File: config.mk
export PLATFORM = sky130hd
export DESIGN_NAME = ascon_round_ctrl
export DESIGN_NICKNAME = d
export VERILOG_FILES = /design/src/rtl/ascon_round_ctrl_pkg.sv /design/src/rtl/ascon_round_counter.sv /design/src/rtl/ascon_round_ctrl.sv
export SDC_FILE = /design/constraint.sdc
export NUM_CORES = 1
export LEC_CHECK = 0
export ABC_AREA = 1
export CAP_MARGIN = 10
export CORE_AREA = 2 2 45 43
export DETAILED_ROUTE_END_ITERATION = 10
export DIE_AREA = 0 0 47 45
export PLACE_DENSITY = 0.77
export RECOVER_POWER = 25
export SYNTH_ARGS = -nofsm -noshare
export SYNTH_HDL_FRONTEND = slang
export SYNTH_HIERARCHICAL = 1
export SYNTH_SLANG_ARGS = --single-unit
File: constraint.sdc
create_clock -name clock_i -period 3.5 [get_ports clock_i]
set_input_delay 0.525 -clock clock_i [delete_from_list [all_inputs] [get_ports clock_i]]
set_output_delay 0.525 -clock clock_i [all_outputs]
set_load 0.01 [all_outputs]
File: src/rtl/ascon_round_ctrl_pkg.sv
// Shared definitions for the ASCON permutation round sequencer.
package ascon_round_ctrl_pkg;

   // Every permutation ends on round index 11, whatever its length.
   localparam logic [3:0] LAST_ROUND = 4'd11;
   localparam int MAX_ROUNDS = 12;

   typedef enum logic [1:0] {
      IDLE  = 2'd0,
      FIRST = 2'd1,
      RUN   = 2'd2,
      DONE  = 2'd3
   } type_round_fsm;

   // A permutation of nb_rounds rounds starts at 12 - nb_rounds so that
   // it always finishes on LAST_ROUND.
   function automatic logic [3:0] start_round(input int nb_rounds);
      return 4'(MAX_ROUNDS - nb_rounds);
   endfunction

endpackage

File: src/rtl/ascon_round_counter.sv
// 4-bit round counter: loadable, counts up to LAST_ROUND and holds there.
// A value above LAST_ROUND can only come from an upset; it is cleared.
module ascon_round_counter
   import ascon_round_ctrl_pkg::*;
(
   input  logic       clock_i,
   input  logic       resetb_i,
   input  logic       load_i,
   input  logic [3:0] load_val_i,
   input  logic       en_i,
   output logic [3:0] cnt_o
);

   logic [3:0] cnt_d;
   logic [3:0] cnt_q;

   // Next count: load wins, then recovery from illegal values, then increment.
   always_comb begin
      cnt_d = cnt_q;
      if (load_i) begin
         cnt_d = load_val_i;
      end else if (cnt_q > LAST_ROUND) begin
         cnt_d = '0;
      end else if (en_i && (cnt_q != LAST_ROUND)) begin
         cnt_d = cnt_q + 4'd1;
      end
   end

   // Counter register with synchronous active-low reset.
   always_ff @(posedge clock_i) begin
      if (!resetb_i) begin
         cnt_q <= '0;
      end else begin
         cnt_q <= cnt_d;
      end
   end

   assign cnt_o = cnt_q;

endmodule

File: src/rtl/ascon_round_ctrl.sv
// Round sequencer for the ASCON permutation datapath. Runs p^a or p^b on
// request, driving the add_const round index, the state-register enable and
// the input-select mux. All control outputs are registered.
//
// Handshake: start_i is a request accepted on any rising edge where the
// FSM is in IDLE or DONE; it is ignored otherwise (no queuing). done_o is a
// one-cycle acknowledge meaning the last round's result is in the state
// register. Holding start_i high through DONE restarts with no idle gap.
module ascon_round_ctrl
   import ascon_round_ctrl_pkg::*;
#(
   parameter int NB_ROUNDS_A = 12,
   parameter int NB_ROUNDS_B = 6
) (
   input  logic          clock_i,
   input  logic          resetb_i,
   input  logic          start_i,
   input  logic          mode_i,
   output logic [3:0]    round_o,
   output logic          sel_init_o,
   output logic          en_reg_state_o,
   output logic          busy_o,
   output logic          done_o,
   output type_round_fsm state_o
);

   if ((NB_ROUNDS_A < 1) || (NB_ROUNDS_A > MAX_ROUNDS)) begin : g_bad_rounds_a
      $error("ascon_round_ctrl: NB_ROUNDS_A must be in 1..12");
   end
   if ((NB_ROUNDS_B < 1) || (NB_ROUNDS_B > MAX_ROUNDS)) begin : g_bad_rounds_b
      $error("ascon_round_ctrl: NB_ROUNDS_B must be in 1..12");
   end

   localparam logic [3:0] R0_A = start_round(NB_ROUNDS_A);
   localparam logic [3:0] R0_B = start_round(NB_ROUNDS_B);

   type_round_fsm state_d;
   type_round_fsm state_q;
   logic          mode_d;
   logic          mode_q;

   logic          accept;
   logic [3:0]    load_val;
   logic [3:0]    latched_r0;
   logic [3:0]    cnt;
   logic          cnt_load;
   logic          cnt_en;
   logic [3:0]    round_next;

   logic [3:0]    round_d;
   logic [3:0]    round_q;
   logic          sel_init_d;
   logic          sel_init_q;
   logic          en_reg_state_d;
   logic          en_reg_state_q;
   logic          busy_d;
   logic          busy_q;
   logic          done_d;
   logic          done_q;

   ascon_round_counter u_counter (
      .clock_i    (clock_i),
      .resetb_i   (resetb_i),
      .load_i     (cnt_load),
      .load_val_i (load_val),
      .en_i       (cnt_en),
      .cnt_o      (cnt)
   );

   // Start acceptance and mode latch. The start round is taken from mode_i
   // directly because it is loaded on the same edge the mode is latched.
   always_comb begin
      accept     = start_i && ((state_q == IDLE) || (state_q == DONE));
      load_val   = mode_i ? R0_B : R0_A;
      latched_r0 = mode_q ? R0_B : R0_A;
      mode_d     = accept ? mode_i : mode_q;
   end

   // FSM state register.
   always_ff @(posedge clock_i) begin
      if (!resetb_i) begin
         state_q <= IDLE;
         mode_q  <= 1'b0;
      end else begin
         state_q <= state_d;
         mode_q  <= mode_d;
      end
   end

   // FSM next-state logic; an out-of-range counter aborts to IDLE.
   always_comb begin
      state_d = state_q;
      case (state_q)
         IDLE: begin
            if (start_i) state_d = FIRST;
         end
         FIRST: begin
            if (latched_r0 == LAST_ROUND) state_d = DONE;
            else                          state_d = RUN;
         end
         RUN: begin
            if (cnt == LAST_ROUND) state_d = DONE;
         end
         DONE: begin
            if (start_i) state_d = FIRST;
            else         state_d = IDLE;
         end
         default: state_d = IDLE;
      endcase
      if (cnt > LAST_ROUND) state_d = IDLE;
   end

   // FSM output logic: outputs are computed for the state being entered so
   // that the output registers line up with the state register.
   always_comb begin
      cnt_load       = (state_d == FIRST);
      cnt_en         = (state_d == RUN);
      round_next     = '0;
      round_d        = '0;
      sel_init_d     = 1'b0;
      en_reg_state_d = 1'b0;
      busy_d         = 1'b0;
      done_d         = 1'b0;
      if (cnt_load)    round_next = load_val;
      else if (cnt_en) round_next = cnt + 4'd1;
      case (state_d)
         FIRST: begin
            round_d        = round_next;
            sel_init_d     = 1'b1;
            en_reg_state_d = 1'b1;
            busy_d         = 1'b1;
         end
         RUN: begin
            round_d        = round_next;
            en_reg_state_d = 1'b1;
            busy_d         = 1'b1;
         end
         DONE: begin
            busy_d = 1'b1;
            done_d = 1'b1;
         end
         default: ;
      endcase
   end

   // Output registers; all clear on reset so no done_o escapes an abort.
   always_ff @(posedge clock_i) begin
      if (!resetb_i) begin
         round_q        <= '0;
         sel_init_q     <= 1'b0;
         en_reg_state_q <= 1'b0;
         busy_q         <= 1'b0;
         done_q         <= 1'b0;
      end else begin
         round_q        <= round_d;
         sel_init_q     <= sel_init_d;
         en_reg_state_q <= en_reg_state_d;
         busy_q         <= busy_d;
         done_q         <= done_d;
      end
   end

   assign round_o        = round_q;
   assign sel_init_o     = sel_init_q;
   assign en_reg_state_o = en_reg_state_q;
   assign busy_o         = busy_q;
   assign done_o         = done_q;
   assign state_o        = state_q;

endmodule

==> impl_metrics.env, run 1 <==
export IMPL_status="finished, final reports clean"
export IMPL_die_y_um=45
export IMPL_instances_no_fill=154
export IMPL_ant_nets=0
export IMPL_hold_viol=0
export IMPL_area_growth_pct=25.6
export IMPL_htree_num_levels=1
export IMPL_cts_tree="built"
export IMPL_final_cell_mix="nand2_1, inv_1, dfxtp_1"
export IMPL_dpl_hpwl_um=1220
export IMPL_power_frac_clock=0.129
export IMPL_drc=0
export IMPL_clk_latency_ns=0.28
export IMPL_placeableCoreArea_mm2=0.00161
export IMPL_fin_worst_skew_ns=0.00867
export IMPL_swShare=0.451
export IMPL_rsz0062_at_grt="no"
export IMPL_max_clock_path_buffers=2
export IMPL_criticalPathCategory="in -> reg"
export IMPL_groute_usage_overall=0.186
export IMPL_syn_inst=112
export IMPL_grt_max_degree=10
export IMPL_drive_above_1_share=0.0769
export IMPL_diodes=0
export IMPL_pwr_share_comb=0.579
export IMPL_ir_worst_vdd_mv=0.449
export IMPL_syn_area_per_cell_um2=6.90
export IMPL_p_int_mw=0.485
export IMPL_p_sw_mw=0.398
export IMPL_clk_pin_slew_worst_paths_ns=0.09
export IMPL_min_path_type="reg -> reg"
export IMPL_setup_viol_count_final=0
export IMPL_maxSlewViolCount=0
export IMPL_cts_inserted_buffers=3
export IMPL_routedWlPerCell_um=10.2
export IMPL_synth_area_um2=773
export IMPL_ys_seq_area_frac=0.362
export IMPL_num_rows=14
export IMPL_dp_cells=150
export IMPL_num_vias=719
export IMPL_ys_ff_latch=14
export IMPL_powerDensity_mw_per_mm2=910
export IMPL_cts_sinks=14
export IMPL_cts_resized=0
export IMPL_cp_max_fo=9
export IMPL_cp_arrival_ns=2.40
export IMPL_dr_pass1_iters=4
export IMPL_nNetsFinal=144
export IMPL_antenna_found_initial=0
export IMPL_postCtsSetupBuffers=0
export IMPL_p_seq_frac=0.293
export IMPL_hold_buffers=0
export IMPL_grt_first_pass_wirelength_um=2740
export IMPL_min_period_ns=2.22
export IMPL_place_congestion=0.877
export IMPL_power_leakage_nw=0.507
export IMPL_cp_start_kind="input pin"
export IMPL_ios=14
export IMPL_initial_core_util=0.480
export IMPL_fin_crit_sh=0.633
export IMPL_synth_warnings=6
export IMPL_synth_cell_type_count=14
export IMPL_grt_pass1_vias=675
export IMPL_io_buffers=13
export IMPL_worstPathRequired_ns=3.68
export IMPL_die_w_um=47
export IMPL_overflow=0
export IMPL_cts_root_buf="clkbuf_4"
export IMPL_die_area_mm2=0.00212
export IMPL_drtIter0Drc=40
export IMPL_viasPerCell=4.67
export IMPL_worst_setup_path_end_kind="flip-flop"
export IMPL_wl_um=1570
export IMPL_layout_commonest_cell="nand2_1"
export IMPL_max_cap_violations=0
export IMPL_setup_tns_ns=0
export IMPL_fmax_mhz=451
## cell usage after synthesis, drive strengths merged
| cell | instances | area (um2) |
|---|---|---|
| nor2 | 16 | 67.6 |
| a31oi | 1 | 12.5 |
| inv | 20 | 75.1 |
| ha | 9 | 113 |
| dfxtp | 14 | 280 |
| nand3 | 8 | 40.0 |
| o21ai | 2 | 10.0 |
| nand2 | 34 | 133 |
| conb | 1 | 3.75 |
| xnor2 | 1 | 8.76 |
| a21oi | 6 | 30.0 |
## logic make-up (layout without fill, tap and decap cells)
family / Yosys count / count (layout) / share of synthesized area
buffers and inverters: 20 / 37 / 0.0971
XOR/XNOR: 1 / 1 / 0.0113
adder cells (fa/ha/maj): 9 / 9 / 0.146
other: 1 / 2 / 0.00485
AND/OR/NAND/NOR: 58 / 58 / 0.311
AO/OA/AOI/OAI: 9 / 9 / 0.0680
flip-flops: 14 / 14 / 0.362
## metal layers
layer / GRT usage / share of wire / vias to the layer above
li1: - / - / 375
met1: 0.206 / 0.45 / 317
met2: 0.315 / 0.49 / 25
met3: 0.0720 / 0.054 / 2
met4: 0.0722 / 0.013 / 0
met5: 0 / 0 / -
## per-stage QoR
| step | instance area (um2) | util | hold WS, ns | total power [mW] | setup slack, ns |
|---|---|---|---|---|---|
| after global placement | 937 | 0.582 | 0.491 | 0.745 | 1.29 |
| after detailed placement | 937 | 0.582 | 0.504 | 0.774 | 1.16 |
| after CTS | 973 | 0.604 | 0.535 | 0.889 | 1.42 |
| after global routing | 971 | 0.602 | 0.568 | 0.977 | 1.09 |
| final | 971 | 0.602 | 0.524 | 0.883 | 1.28 |
| after floorplan | 777 | - | 0.456 | 0.620 | 1.60 |
## final timing paths
| path | from | endpoint | slack (ns) | depth (start not counted) |
|---|---|---|---|---|
| worst max-delay path | start_i | u_counter/cnt_o[1]$_SDFFE_PN0P_ | 1.28 | 12 |
| worst min-delay path | u_counter/cnt_o[0]$_SDFFE_PN0P_ | round_o[0]$_SDFF_PP0_ | 0.52 | 1 |
| worst max register to register | state_o[0]$_SDFF_PN0_ | u_counter/cnt_o[1]$_SDFFE_PN0P_ | 1.35 | 13 |
| worst min register to register | u_counter/cnt_o[0]$_SDFFE_PN0P_ | round_o[0]$_SDFF_PP0_ | 0.52 | 1 |
## power by group through the flow
stage | clock network, mW | logic [mW] | registers (mW)
5_1_grt | 0.126 | 0.585 | 0.266
6_report | 0.114 | 0.511 | 0.258
3_3_place_gp | 0 | 0.485 | 0.261
4_1_cts | 0.117 | 0.513 | 0.259
3_5_place_dp | 0 | 0.511 | 0.263
2_1_floorplan | 0 | 0.348 | 0.272
## worst max-delay path, cell delays in order
cell,delay (ns)
dlygate4sd3_1,0.55
inv_1,0.10
a31oi_2,0.09
nand2_1,0.17
inv_1,0.09
ha_1,0.34
inv_2,0.12
nand2_2,0.08
nor2_2,0.17
nand2_1,0.07
nand2_1,0.06
nor2_1,0.05
## cell type report
type / count / area (um2)
clock buffer: 4 / 36.3
fill: 152 / 641
inverter: 20 / 75.1
multi-input combinational: 79 / 419
sequential: 14 / 280
tap: 24 / 30.0
timing repair buffer: 13 / 130
## state kept, by name, indices dropped and copies added (netlist names)
register	cells
busy_o	1
done_o	1
en_reg_state_o	1
round_o	4
sel_init_o	1
state_o	2
u_counter/cnt_o	4
Power figures use the tool's default switching activity.
==> run 2: changes to the inputs <==
CORE_AREA = 2 2 47 45   (was 2 2 45 43)
DIE_AREA = 0 0 49 47   (was 0 0 47 45)
PLACE_DENSITY = 0.74   (was 0.77)
clock period = 1.9 ns   (was 3.5 ns; I/O delays follow)
==> run 2 against run 1 <==
Combinational power rose to 2.8 times the previous value. Via count rose by 14%. Total power up 140%. Die area rose by 8.9%. Largest power group unchanged. Cell count grew 6.5%. Clock power up 89%. Highest routed layer unchanged. Critical path depth increased by 1. Sequential power grew 80%. Count of clock-buffer cells in the layout did not move.
==> impl_metrics.env, run 2 (synthesized netlist as in run 1, its figures left out) <==
export IMPL_status="finished, final reports clean"
export IMPL_drc=0
export IMPL_fin_crit_sh=0.966
export IMPL_worst_setup_path_end_kind="flip-flop"
export IMPL_dpl_cell_area_um2=986
export IMPL_ios=14
export IMPL_final_area_mm2=0.00113
export IMPL_ant_nets=0
export IMPL_maxSlewViolCount=0
export IMPL_max_clock_path_buffers=2
export IMPL_clk_pin_slew_worst_paths_ns=0.09
export IMPL_dr_pass1_iters=4
export IMPL_preCtsSetupSlack_ns=-0.0289
export IMPL_clk_latency_ns=0.28
export IMPL_dpl_hpwl_um=1310
export IMPL_grt_first_pass_wirelength_um=2880
export IMPL_cp_num_buf_inv=3
export IMPL_initial_core_util=0.425
export IMPL_criticalPathCategory="reg -> reg"
export IMPL_cts_sinks=14
export IMPL_diodes=0
export IMPL_layout_commonest_cell="nand2_1"
export IMPL_cp_max_fo=4
export IMPL_cp_start_kind="flip-flop"
export IMPL_wl_um=2140
export IMPL_min_path_type="reg -> reg"
export IMPL_io_buffers=13
export IMPL_routedWlPerCell_um=13.0
export IMPL_worstPathRequired_ns=2.08
export IMPL_die_area_mm2=0.00230
export IMPL_overflow=0
export IMPL_place_congestion=0.835
export IMPL_cts_inserted_buffers=3
export IMPL_htree_num_levels=1
export IMPL_fmax_mhz=545
export IMPL_placeableCoreArea_mm2=0.00182
export IMPL_min_period_ns=1.84
export IMPL_fin_ws_ns=0.0640
export IMPL_fin_util=0.623
export IMPL_num_rows=15
export IMPL_die_y_um=47
export IMPL_setup_viol_count_final=0
export IMPL_final_cell_mix="nand2_1, inv_1, nor2_1, clkdlybuf4s50_1, dfxtp_1"
export IMPL_ir_worst_vdd_mv=0.875
export IMPL_viasPerCell=5.01
export IMPL_cts_root_buf="clkbuf_4"
export IMPL_crit_family="simple AND/OR/NAND/NOR gates"
export IMPL_worst_path_most_repeated_cell="nand2_1"
export IMPL_cts_tree="built"
export IMPL_grt_max_degree=9
export IMPL_powerDensity_mw_per_mm2=1880
export IMPL_grt_pass1_vias=727
export IMPL_cp_arrival_ns=2.02
export IMPL_num_vias=822
export IMPL_hold_viol=0
export IMPL_die_w_um=49
export IMPL_max_cap_violations=0
export IMPL_area_growth_pct=46.6
export IMPL_power_leakage_nw=0.551
export IMPL_nNetsFinal=153
export IMPL_groute_usage_overall=0.170
export IMPL_hold_buffers=0
export IMPL_cpPeakStageDelay_ns=0.33
export IMPL_power_total_mw=2.13
export IMPL_drtIter0Drc=21
export IMPL_fin_worst_skew_ns=0.00124
export IMPL_worstPathCellList="buf_4 > ha_1 > a21oi_2 > nand2_1 > nand2_4 > inv_2 > ha_4 > inv_2 > nand2_4 > nor2_4 > nand2_1 > nand2_1 > nor2_1"
export IMPL_drive_above_1_share=0.259
export IMPL_slowest_stage="dfxtp_2"
export IMPL_antenna_found_initial=0
## run 2: routing by layer
metal	GRT usage	routed length [um]	up-vias
met4	0.109	97	0
met2	0.348	1090	46
met1	0.166	805	369
met5	0	0	-
li1	-	-	393
met3	0.0287	140	14
## run 2: through the flow
stage,instances,setup TNS (ns),hold slack (ns)
after floorplan,113,0,0.378
after global placement,157,0,0.546
after detailed placement,157,-0.0752,0.560
after CTS,161,0,0.573
after global routing,164,-0.144,0.594
final,164,0,0.555
## run 2: tightest hold or removal path: stages (launching register included)
cell and delay, ns:
dfxtp_2 0.35, nand3_1 0.10, a21oi_1 0.06
## run 2: area by class of cell
| class | instances | area, um2 |
|---|---|---|
| fill | 169 | 687 |
| inverter | 20 | 75.1 |
| multi-input combinational | 79 | 503 |
| tap | 25 | 31.3 |
| timing repair buffer | 22 | 201 |
| sequential | 14 | 287 |
| clock buffer | 4 | 36.3 |
## run 2: repair_timing
item | 4_1_cts | 5_1_grt
setup buffers | 0 | 3
setup endpoints to repair | 2 | 8
pin swaps | 0 | 6
resized for setup | 2 | 21
gates cloned | 0 | 0
## run 2: final timing paths
check,start,to,slack (ns),cells after the start
worst max-delay path,state_o[0]$_SDFF_PN0_,u_counter/cnt_o[0]$_SDFFE_PN0P_,0.06,13
worst min-delay path,u_counter/cnt_o[1]$_SDFFE_PN0P_,round_o[3]$_SDFF_PP0_,0.56,2
worst max register to register,state_o[0]$_SDFF_PN0_,u_counter/cnt_o[0]$_SDFFE_PN0P_,0.06,13
worst min register to register,u_counter/cnt_o[1]$_SDFFE_PN0P_,round_o[3]$_SDFF_PP0_,0.56,2
## run 2: report_power, final
group	switching (mW)	total (mW)	internal [mW]
Clock	0.0988	0.215	0.117
Combinational	0.807	1.45	0.641
Sequential	0.0636	0.465	0.402
Total	0.970	2.13	1.16
==> run 3: changes to the inputs <==
--- a/constraint.sdc
+++ b/constraint.sdc
@@ -3,2 +3,2 @@
 set_output_delay 0.285 -clock clock_i [all_outputs]
-set_load 0.01 [all_outputs]
+set_load 0.05 [all_outputs]
==> run 3 against run 2 <==
Die area did not move. Critical path type unchanged. Combinational power is 6% higher. Wire length is 18% lower. Fmax rose by 0.35%. Sequential share of layout area rose by 0.31 points. Core utilization is 0.48 points lower. Clock skew increased by 0.0093 ns. Hold slack is essentially flat. First-iteration DRC count is 24% lower. Worst setup slack improved by 0.0064 ns. Count of clock-buffer cells in the layout did not move.
==> impl_metrics.env, run 3 (synthesized netlist as in run 1, its figures left out) <==
export IMPL_status="finished, final reports clean"
export IMPL_ir_worst_vdd_mv=0.917
export IMPL_diodes=0
export IMPL_hold_buffers=0
export IMPL_die_y_um=47
export IMPL_clk_pin_slew_worst_paths_ns=0.09
export IMPL_seq_area_um2=288
export IMPL_place_congestion=0.866
export IMPL_rrSetupSlack_ns=0.07
export IMPL_num_vias=745
export IMPL_worst_setup_path_end_kind="flip-flop"
export IMPL_fillerInstances=165
export IMPL_final_cell_mix="nand2_1, inv_1, clkdlybuf4s50_1"
export IMPL_cts_sinks=14
export IMPL_power_frac_clock=0.082
export IMPL_io_buffers=13
export IMPL_grt_max_degree=9
export IMPL_cts_root_buf="clkbuf_4"
export IMPL_powerDensity_mw_per_mm2=1940
export IMPL_r2r_start="state_o[0]$_SDFF_PN0_"
export IMPL_max_cap_violations=0
export IMPL_multi_input_area_um2=503
export IMPL_cts_inserted_buffers=3
export IMPL_dpl_hpwl_um=1260
export IMPL_routedWlPerCell_um=10.7
export IMPL_worstPathRequired_ns=2.11
export IMPL_dr_pass1_iters=4
export IMPL_cp_start_kind="flip-flop"
export IMPL_preCtsSetupSlack_ns=-0.0252
export IMPL_setup_viol_count_final=0
export IMPL_fin_crit_sh=0.963
export IMPL_layout_commonest_cell="nand2_1"
export IMPL_maxSlewViolCount=0
export IMPL_grt_pass1_vias=656
export IMPL_drc=0
export IMPL_drtIter0Drc=16
export IMPL_p_int_mw=1.09
export IMPL_pwr_share_comb=0.707
export IMPL_cts_tree="built"
export IMPL_p_sw_mw=1.09
export IMPL_power_leakage_nw=0.541
export IMPL_clk_latency_ns=0.28
export IMPL_area_growth_pct=45.5
export IMPL_viasPerCell=4.54
export IMPL_htree_num_levels=1
export IMPL_dp_cells=158
export IMPL_groute_usage_overall=0.162
export IMPL_initial_core_util=0.425
export IMPL_die_w_um=49
export IMPL_criticalPathCategory="reg -> reg"
export IMPL_hold_viol=0
export IMPL_cp_arrival_ns=2.04
export IMPL_grt_first_pass_wirelength_um=2680
export IMPL_antenna_found_initial=0
export IMPL_instances_no_fill=164
export IMPL_fin_ws_ns=0.0704
export IMPL_ios=14
export IMPL_max_clock_path_buffers=2
export IMPL_min_period_ns=1.83
export IMPL_hold_ws_ns=0.556
export IMPL_crit_path_start="state_o[0]$_SDFF_PN0_"
export IMPL_hold_start="u_counter/cnt_o[0]$_SDFFE_PN0P_"
export IMPL_nNetsFinal=153
export IMPL_ant_nets=0
export IMPL_placeableCoreArea_mm2=0.00182
export IMPL_overflow=0
export IMPL_drive_above_1_share=0.252
export IMPL_rsz0062_at_grt="yes"
export IMPL_p_seq_frac=0.211
export IMPL_swShare=0.501
export IMPL_num_rows=15
export IMPL_min_path_type="reg -> reg"
export IMPL_wl_um=1760
export IMPL_fin_worst_skew_ns=0.0106
export IMPL_fmax_mhz=547
export IMPL_cp_max_fo=4
export IMPL_die_area_mm2=0.00230
-- run 3: power by group through the flow --
stage	sequential (mW)	clock [mW]	combinational, mW
after floorplan	0.705	0	0.648
after global placement	0.460	0	1.23
after detailed placement	0.462	0	1.26
after CTS	0.455	0.185	1.27
after global routing	0.476	0.199	1.69
final	0.460	0.178	1.54
-- run 3: path summary, 6_finish.rpt --
| check | end | cells after the start |
|---|---|---|
| worst max-delay path | round_o[2]$_SDFF_PN0_ | 10 |
| worst min-delay path | round_o[0]$_SDFF_PP0_ | 2 |
| worst max register to register | round_o[2]$_SDFF_PN0_ | 10 |
| worst min register to register | round_o[0]$_SDFF_PP0_ | 2 |
-- run 3: cell type report --
type	count	share of cell area
multi-input combinational	79	0.447
sequential	14	0.256
tap	25	0.0278
inverter	20	0.0701
clock buffer	4	0.0234
timing repair buffer	22	0.176
-- run 3: stage by stage --
step           TNS [ns]  instance area [um2]  utilization  total power, mW
3_5_place_dp    -0.0552                 1000        0.550             1.72
2_1_floorplan         0                  787            -             1.35
3_3_place_gp          0                 1000        0.550             1.69
4_1_cts               0                 1030        0.564             1.91
6_report              0                 1120        0.618             2.18
5_1_grt          -0.186                 1120        0.618             2.36
-- run 3: critical path: stages, from the launching register on --
cell        delay (ns)
dfxtp_4           0.37
clkinvlp_4        0.12
ha_4              0.28
nor2_2            0.04
a21oi_2           0.12
nand2_2           0.12
ha_1              0.32
nand2_2           0.08
nor2_4            0.13
inv_1             0.06
o21ai_1           0.11
-- run 3: routing by layer --
layer | track usage | wire length [um] | vias up
met4 | 0.0857 | 59 | 0
met5 | 0 | 0 | -
met2 | 0.290 | 865 | 19
li1 | - | - | 390
met1 | 0.187 | 780 | 330
met3 | 0.0382 | 56 | 6
-- run 3: timing repair --
item                                   CTS  global route
gates resized for setup                  0            20
setup endpoints to repair                0             7
endpoints found under the hold margin    0             0
buffers inserted                         0             2
==> edit 1, RTL diff (settings of run 2) <==
Put one more register stage on the output `done_o`, without a reset. The value now appears one clock later. The other outputs are not delayed to match.
--- a/src/rtl/ascon_round_ctrl.sv
+++ b/src/rtl/ascon_round_ctrl.sv
@@ -165,5 +165,7 @@
    assign en_reg_state_o = en_reg_state_q;
    assign busy_o         = busy_q;
-   assign done_o         = done_q;
+   always_ff @(posedge clock_i) begin
+      done_o <= done_q;
+   end
    assign state_o        = state_q;
 
Function: changed (Yosys sat finds a counterexample within 10 cycles, from zero or initial values and one cycle with resetb_i low).
==> edit 1 against run 2 <==
Worst setup slack gained 0.065 ns. Power decreased by 15%. Global-route usage shrank 2.7 points. Count of clock-buffer cells in the layout shrank 1. Largest power group unchanged. Combinational power down 21%. Clock power shrank 18%. Fmax increased by 3.7%. Largest cell class unchanged. Wire length is 30% lower. Synthesized cell count up 0.89%. Sequential cell count grew 1. Area after synthesis is 2.6% higher. First-iteration DRC count fell by 76%. Design area fell by 4.4%. Critical path type unchanged.
==> edit 1: results (changes against run 2) <==
- Place WS: 0.00399 ns (+0.0329 ns)
- Ys Warns: 6 (unchanged)
- Pin count of the biggest net entering global routing: 10 (+1)
- Adder-cell share of the synthesized area: 14.2% (-0.37 points)
- Antenna Cells: 0 (unchanged)
- Final net count: 151 (-1.3%)
- Initial antenna violation count: 0 (unchanged)
- Status: completed
- Switch Pwr: 0.000792 W (-18%)
- Post-synthesis compound-gate area fraction: 6.62% (-0.17 points)
- Maximum vdd ir drop: 731 µV (-16%)
- GRT Resource Usage Total: 14.3% (-2.7 points)
- Placed cell area: 1010 µm² (+2.0%)
- Arrival @ worst endpoint: 1.95 ns (-0.07 ns)
- Clock skew: 0.00305 ns (+0.00182 ns)
- Final Wtd Congestion: 0.935 (+12%)
- First drt pass iteration count: 4 (unchanged)
- First-pass GRT wire length: 2480 µm (-14%)
- Max Root-Sink Buffers: 2 (unchanged)
- Wire length per cell: 9.24 µm (-29%)
- Number of distinct library cells after synthesis: 14 (unchanged)
- Vias in the first global route: 619 (-15%)
- Worst-Skew Late Latency: 0.28 ns (about the same)
- Total CTS buffers: 3 (unchanged)
- Pleak: 0.542 nW (-1.6%)
- Mux contribution to synthesized area: 0% (unchanged)
- Post-synth ARST share: 0% (unchanged)
- Post-synthesis xor/xnor area fraction: 1.10% (-0.029 points)
- Vias: 724 (-12%)
- Layout cells sized above 1: 19.7% (-6.2 points)
- Register area share after synthesis: 37.9% (+1.6 points)
- Port buffer count: 13 (unchanged)
- Reg clk slew, reported paths: 0.09 ns (about the same)
- CP Max Fanout: 4 (unchanged)
- CTS Root Cell: clkbuf_4
- Top post-synthesis cells by count: 32 x nand2_1, 19 x inv_1, 15 x dfxtp_1
- Hold Path Class: reg -> reg
- Postcts setup bufs: 0 (unchanged)
- Synth area leaders: dfxtp_1 38%, nand2_1 15%, ha_1 14%
- H-tree levels: 1 (unchanged)
- DRT iter0 DRCs: 5 (-76%)
- Layout Cells excl Fill: 162 (-1.2%)
- Dpl hpwl: 1150 µm (-12%)
- Syn avg cell area: 7.02 µm² (+1.7%)
==> edit 1: area by class of cell <==
class | count | area, µm²
clock buffers | 3 | 22.5
clock inverters | 1 | 5.00
fillers | 176 | 737
inverters | 20 | 75.1
multi-input cells | 79 | 472
flip-flops and latches | 15 | 303
well taps | 25 | 31.3
repair buffers | 19 | 175
==> edit 1: kinds of logic after synthesis <==
| logic type | after synthesis |
|---|---|
| AND/OR/NAND/NOR | 58 |
| buffers and inverters | 20 |
| flip-flops | 15 |
| AO/OA/AOI/OAI | 9 |
| adder cells (fa/ha/maj) | 9 |
| XOR/XNOR | 1 |
| other | 1 |
==> edit 1: power by group through the flow <==
stage               combinational (W)  sequential, W  clock (W)
floorplan                    0.000648       0.000531          0
global placement              0.00102       0.000483          0
detailed placement            0.00104       0.000485          0
CTS                           0.00107       0.000477   0.000183
global route                  0.00130       0.000497   0.000199
finish                        0.00115       0.000482   0.000177
==> edit 1: metrics by stage <==
stage	util [%]	setup TNS, ns
final	59.5	0
after global routing	59.5	-0.0306
after CTS	57.0	0
after detailed placement	55.3	0
after global placement	55.3	0
after floorplan	-	0
==> edit 1: path summary, 6_finish.rpt <==
check | startpoint | to | slack (ns) | cells past startpoint
setup / recovery | state_o[0] | u_counter/cnt_o[1] | 0.13 | 13
hold / removal | done_q | done_o | 0.34 | 0
setup reg to reg | state_o[0] | u_counter/cnt_o[1] | 0.13 | 13
hold reg to reg | done_q | done_o | 0.34 | 0
==> edit 1: per-layer routing <==
layer | part of all wire [%] | vias up | track usage, %
met3 | 1.9 | 2 | 2.87
met2 | 49 | 9 | 26.3
met5 | 0 | - | 0
met4 | 1.2 | 0 | 8.57
met1 | 47 | 327 | 16.1
li1 | - | 386 | -
==> edit 1: worst max-delay path, cell delays in order, from the launching register on <==
cell and delay, ns:
dfxtp_2 0.33, inv_1 0.16, ha_4 0.23, nor2_1 0.13, a21oi_2 0.05, nand2_2 0.11
inv_1 0.08, ha_2 0.18, inv_1 0.07, a21oi_2 0.04, nor2_4 0.12, nand2_1 0.07
nand2_1 0.06, nor2_1 0.03
==> edit 1: timing repair <==
action / CTS / global route
setup endpoints to repair: 1 / 8
resized for setup: 1 / 11
cloned: 0 / 0
pin swaps: 0 / 1
==> edit 2, RTL diff (settings of run 2) <==
Without the edit above. Set the parameter `NB_ROUNDS_B` to 3 (it was 6).
--- a/src/rtl/ascon_round_ctrl.sv
+++ b/src/rtl/ascon_round_ctrl.sv
@@ -11,5 +11,5 @@
 #(
    parameter int NB_ROUNDS_A = 12,
-   parameter int NB_ROUNDS_B = 6
+   parameter int NB_ROUNDS_B = 3
 ) (
    input  logic          clock_i,
Function: changed (a bounded check fails within 4 cycles, from zero or initial values and one cycle with resetb_i low).
==> edit 2 against run 2 <==
Via count fell by 7.5%. Sequential cell count did not move. Area after synthesis rose by 0.32%. Worst setup slack got worse by 0.0026 ns. Die area is the same. Sequential share of layout area shrank 1.6 points. Non-clock buffer count grew 7. Fmax down 0.14%. Design area rose by 6.4%. Power rose by 25%. Wire length shrank 15%. Critical endpoint is now round_o[2]. Largest cell class unchanged.
==> edit 2: results (changes against run 2) <==
- DRT iter0 DRCs: 16 (-24%)
- Maximum vdd ir drop: 1070 µV (+22%)
- Grt met1 use: 21.2% (+4.5 points)
- Post-synth ARST share: 0% (unchanged)
- GRT Resource Usage Total: 16.6% (-0.40 points)
- WHS Path Cells: 2 (unchanged)
- Port buffer count: 13 (unchanged)
- # fillers: 151 (-11%)
- Pin count of the biggest net entering global routing: 9 (unchanged)
- Ys Warns: 6 (unchanged)
- Reg clk slew, reported paths: 0.09 ns (about the same)
- GR Util met2: 27.7% (-7.1 points)
- Worst-Skew Late Latency: 0.29 ns
- Reg2Reg Setup Slack: 0.06 ns
- Clock skew: 0.000842 ns (-0.000393 ns)
- Final Wtd Congestion: 0.870 (+4.2%)
- Layout cells sized above 1: 30.1% (+4.2 points)
- Hold Path Class: reg -> reg
- Max Root-Sink Buffers: 2 (unchanged)
- Setup violators final: 0 (unchanged)
- Vias in the first global route: 652 (-10%)
- Met3 GRT Util: 2.23% (-0.64 points)
- Antenna Cells: 0 (unchanged)
- Status: completed
- HP Start: u_counter/cnt_o[0]
- Register area share after synthesis: 36.1% (-0.12 points)
- Vias: 760 (-7.5%)
- Cells on worst reg2reg path: 10 (-3)
- CP Max Fanout: 4 (unchanged)
- Final net count: 160 (+4.6%)
- CTS Root Cell: clkbuf_4
- Final wirelength: 1810 µm (-15%)
- Arrival @ worst endpoint: 2.08 ns (+0.06 ns)
- WHS Endpoint: round_o[0]
- First-pass GRT wire length: 2850 µm (-0.97%)
- Synth area leaders: dfxtp_1 36%, ha_1 15%, nand2_1 14%
- First drt pass iteration count: 4 (unchanged)
- Top FF cell, synth: dfxtp_1
- Number of distinct library cells after synthesis: 18 (+4)
- Total CTS buffers: 3 (unchanged)
- Top post-synthesis cells by count: 29 x nand2_1, 20 x inv_1, 16 x nor2_1
- H-tree levels: 1 (unchanged)
- Reg2reg end: round_o[2]
- Pleak: 0.607 nW (+10%)
- R2R Path Start: state_o[0]
- Initial antenna violation count: 0 (unchanged)
- Dpl hpwl: 1240 µm (-5.1%)
==> edit 2: changes by cell type after synthesis, sizes merged <==
cell	run 2	this run
nand2	34	30
a21oi	6	4
a21boi	0	1
inv	20	21
nor2	16	17
nor3	0	1
o21bai	0	1
or2	0	1
xnor2	1	0
xor2	0	1
==> edit 2: how the worst max path moves through the flow <==
stage,from,end
6_report,state_o[0],round_o[2]
5_1_grt,state_o[0],round_o[2]
4_1_cts,state_o[0],u_counter/cnt_o[3]
3_5_place_dp,start_i,round_o[3]
3_3_place_gp,start_i,u_counter/cnt_o[0]
2_1_floorplan,state_o[0],round_o[2]
==> edit 2: area by class of cell <==
cell class                 count  area [µm²]  share of cell area, %
multi-input combinational     78         519                   43.0
timing repair buffer          29         250                   20.7
sequential                    14         285                   23.7
clock buffer                   4        36.3                   3.01
tap                           25        31.3                   2.59
inverter                      21        83.8                   6.95
==> edit 2: routing by layer <==
layer  wire length, µm  part of all wire, %  vias up
met1               905                   50      328
met5                 0                    0        -
li1                  -                    -      406
met3                73                  4.0        5
met4                44                  2.4        0
met2               786                   43       21
==> edit 2: cell families after synthesis <==
kind of cell,synth area share (%)
AND/OR/NAND/NOR,31.0
buffers and inverters,10.2
flip-flops,36.1
AO/OA/AOI/OAI,6.61
adder cells (fa/ha/maj),14.5
XOR/XNOR,1.13
other,0.483
==> edit 2: report_power, final <==
part | switching (W) | internal (W)
clock network | 0.000105 | 0.000117
registers | 0.0000584 | 0.000426
logic | 0.000976 | 0.000986
total | 0.00114 | 0.00153
==> edit 2: stage by stage <==
step	TNS [ns]	std cells	setup slack, ns	area (µm²)	hold slack (ns)
2_1_floorplan	0	113	0.00912	782	0.378
3_3_place_gp	-0.0177	162	-0.00965	1030	0.590
3_5_place_dp	-0.461	162	-0.0963	1030	0.585
4_1_cts	0	169	0.0149	1100	0.595
5_1_grt	-0.0199	171	-0.0199	1210	0.631
6_report	0	171	0.0613	1210	0.592
==> edit 2: worst max-delay path: stages (launching register included) <==
cell	delay, ns
dfxtp_2	0.37
inv_4	0.05
ha_4	0.26
nor2_4	0.03
nor3_4	0.18
inv_2	0.10
ha_4	0.28
nand2_4	0.04
or2_4	0.26
o21bai_1	0.15
inv_1	0.06
==> edit 2: timing repair <==
action / 4_1_cts / 5_1_grt
buffers inserted: 3 / 2
gates resized for setup: 7 / 23
pin swaps: 2 / 9
hold endpoints to repair: 0 / 0
endpoints found under the setup margin: 5 / 8
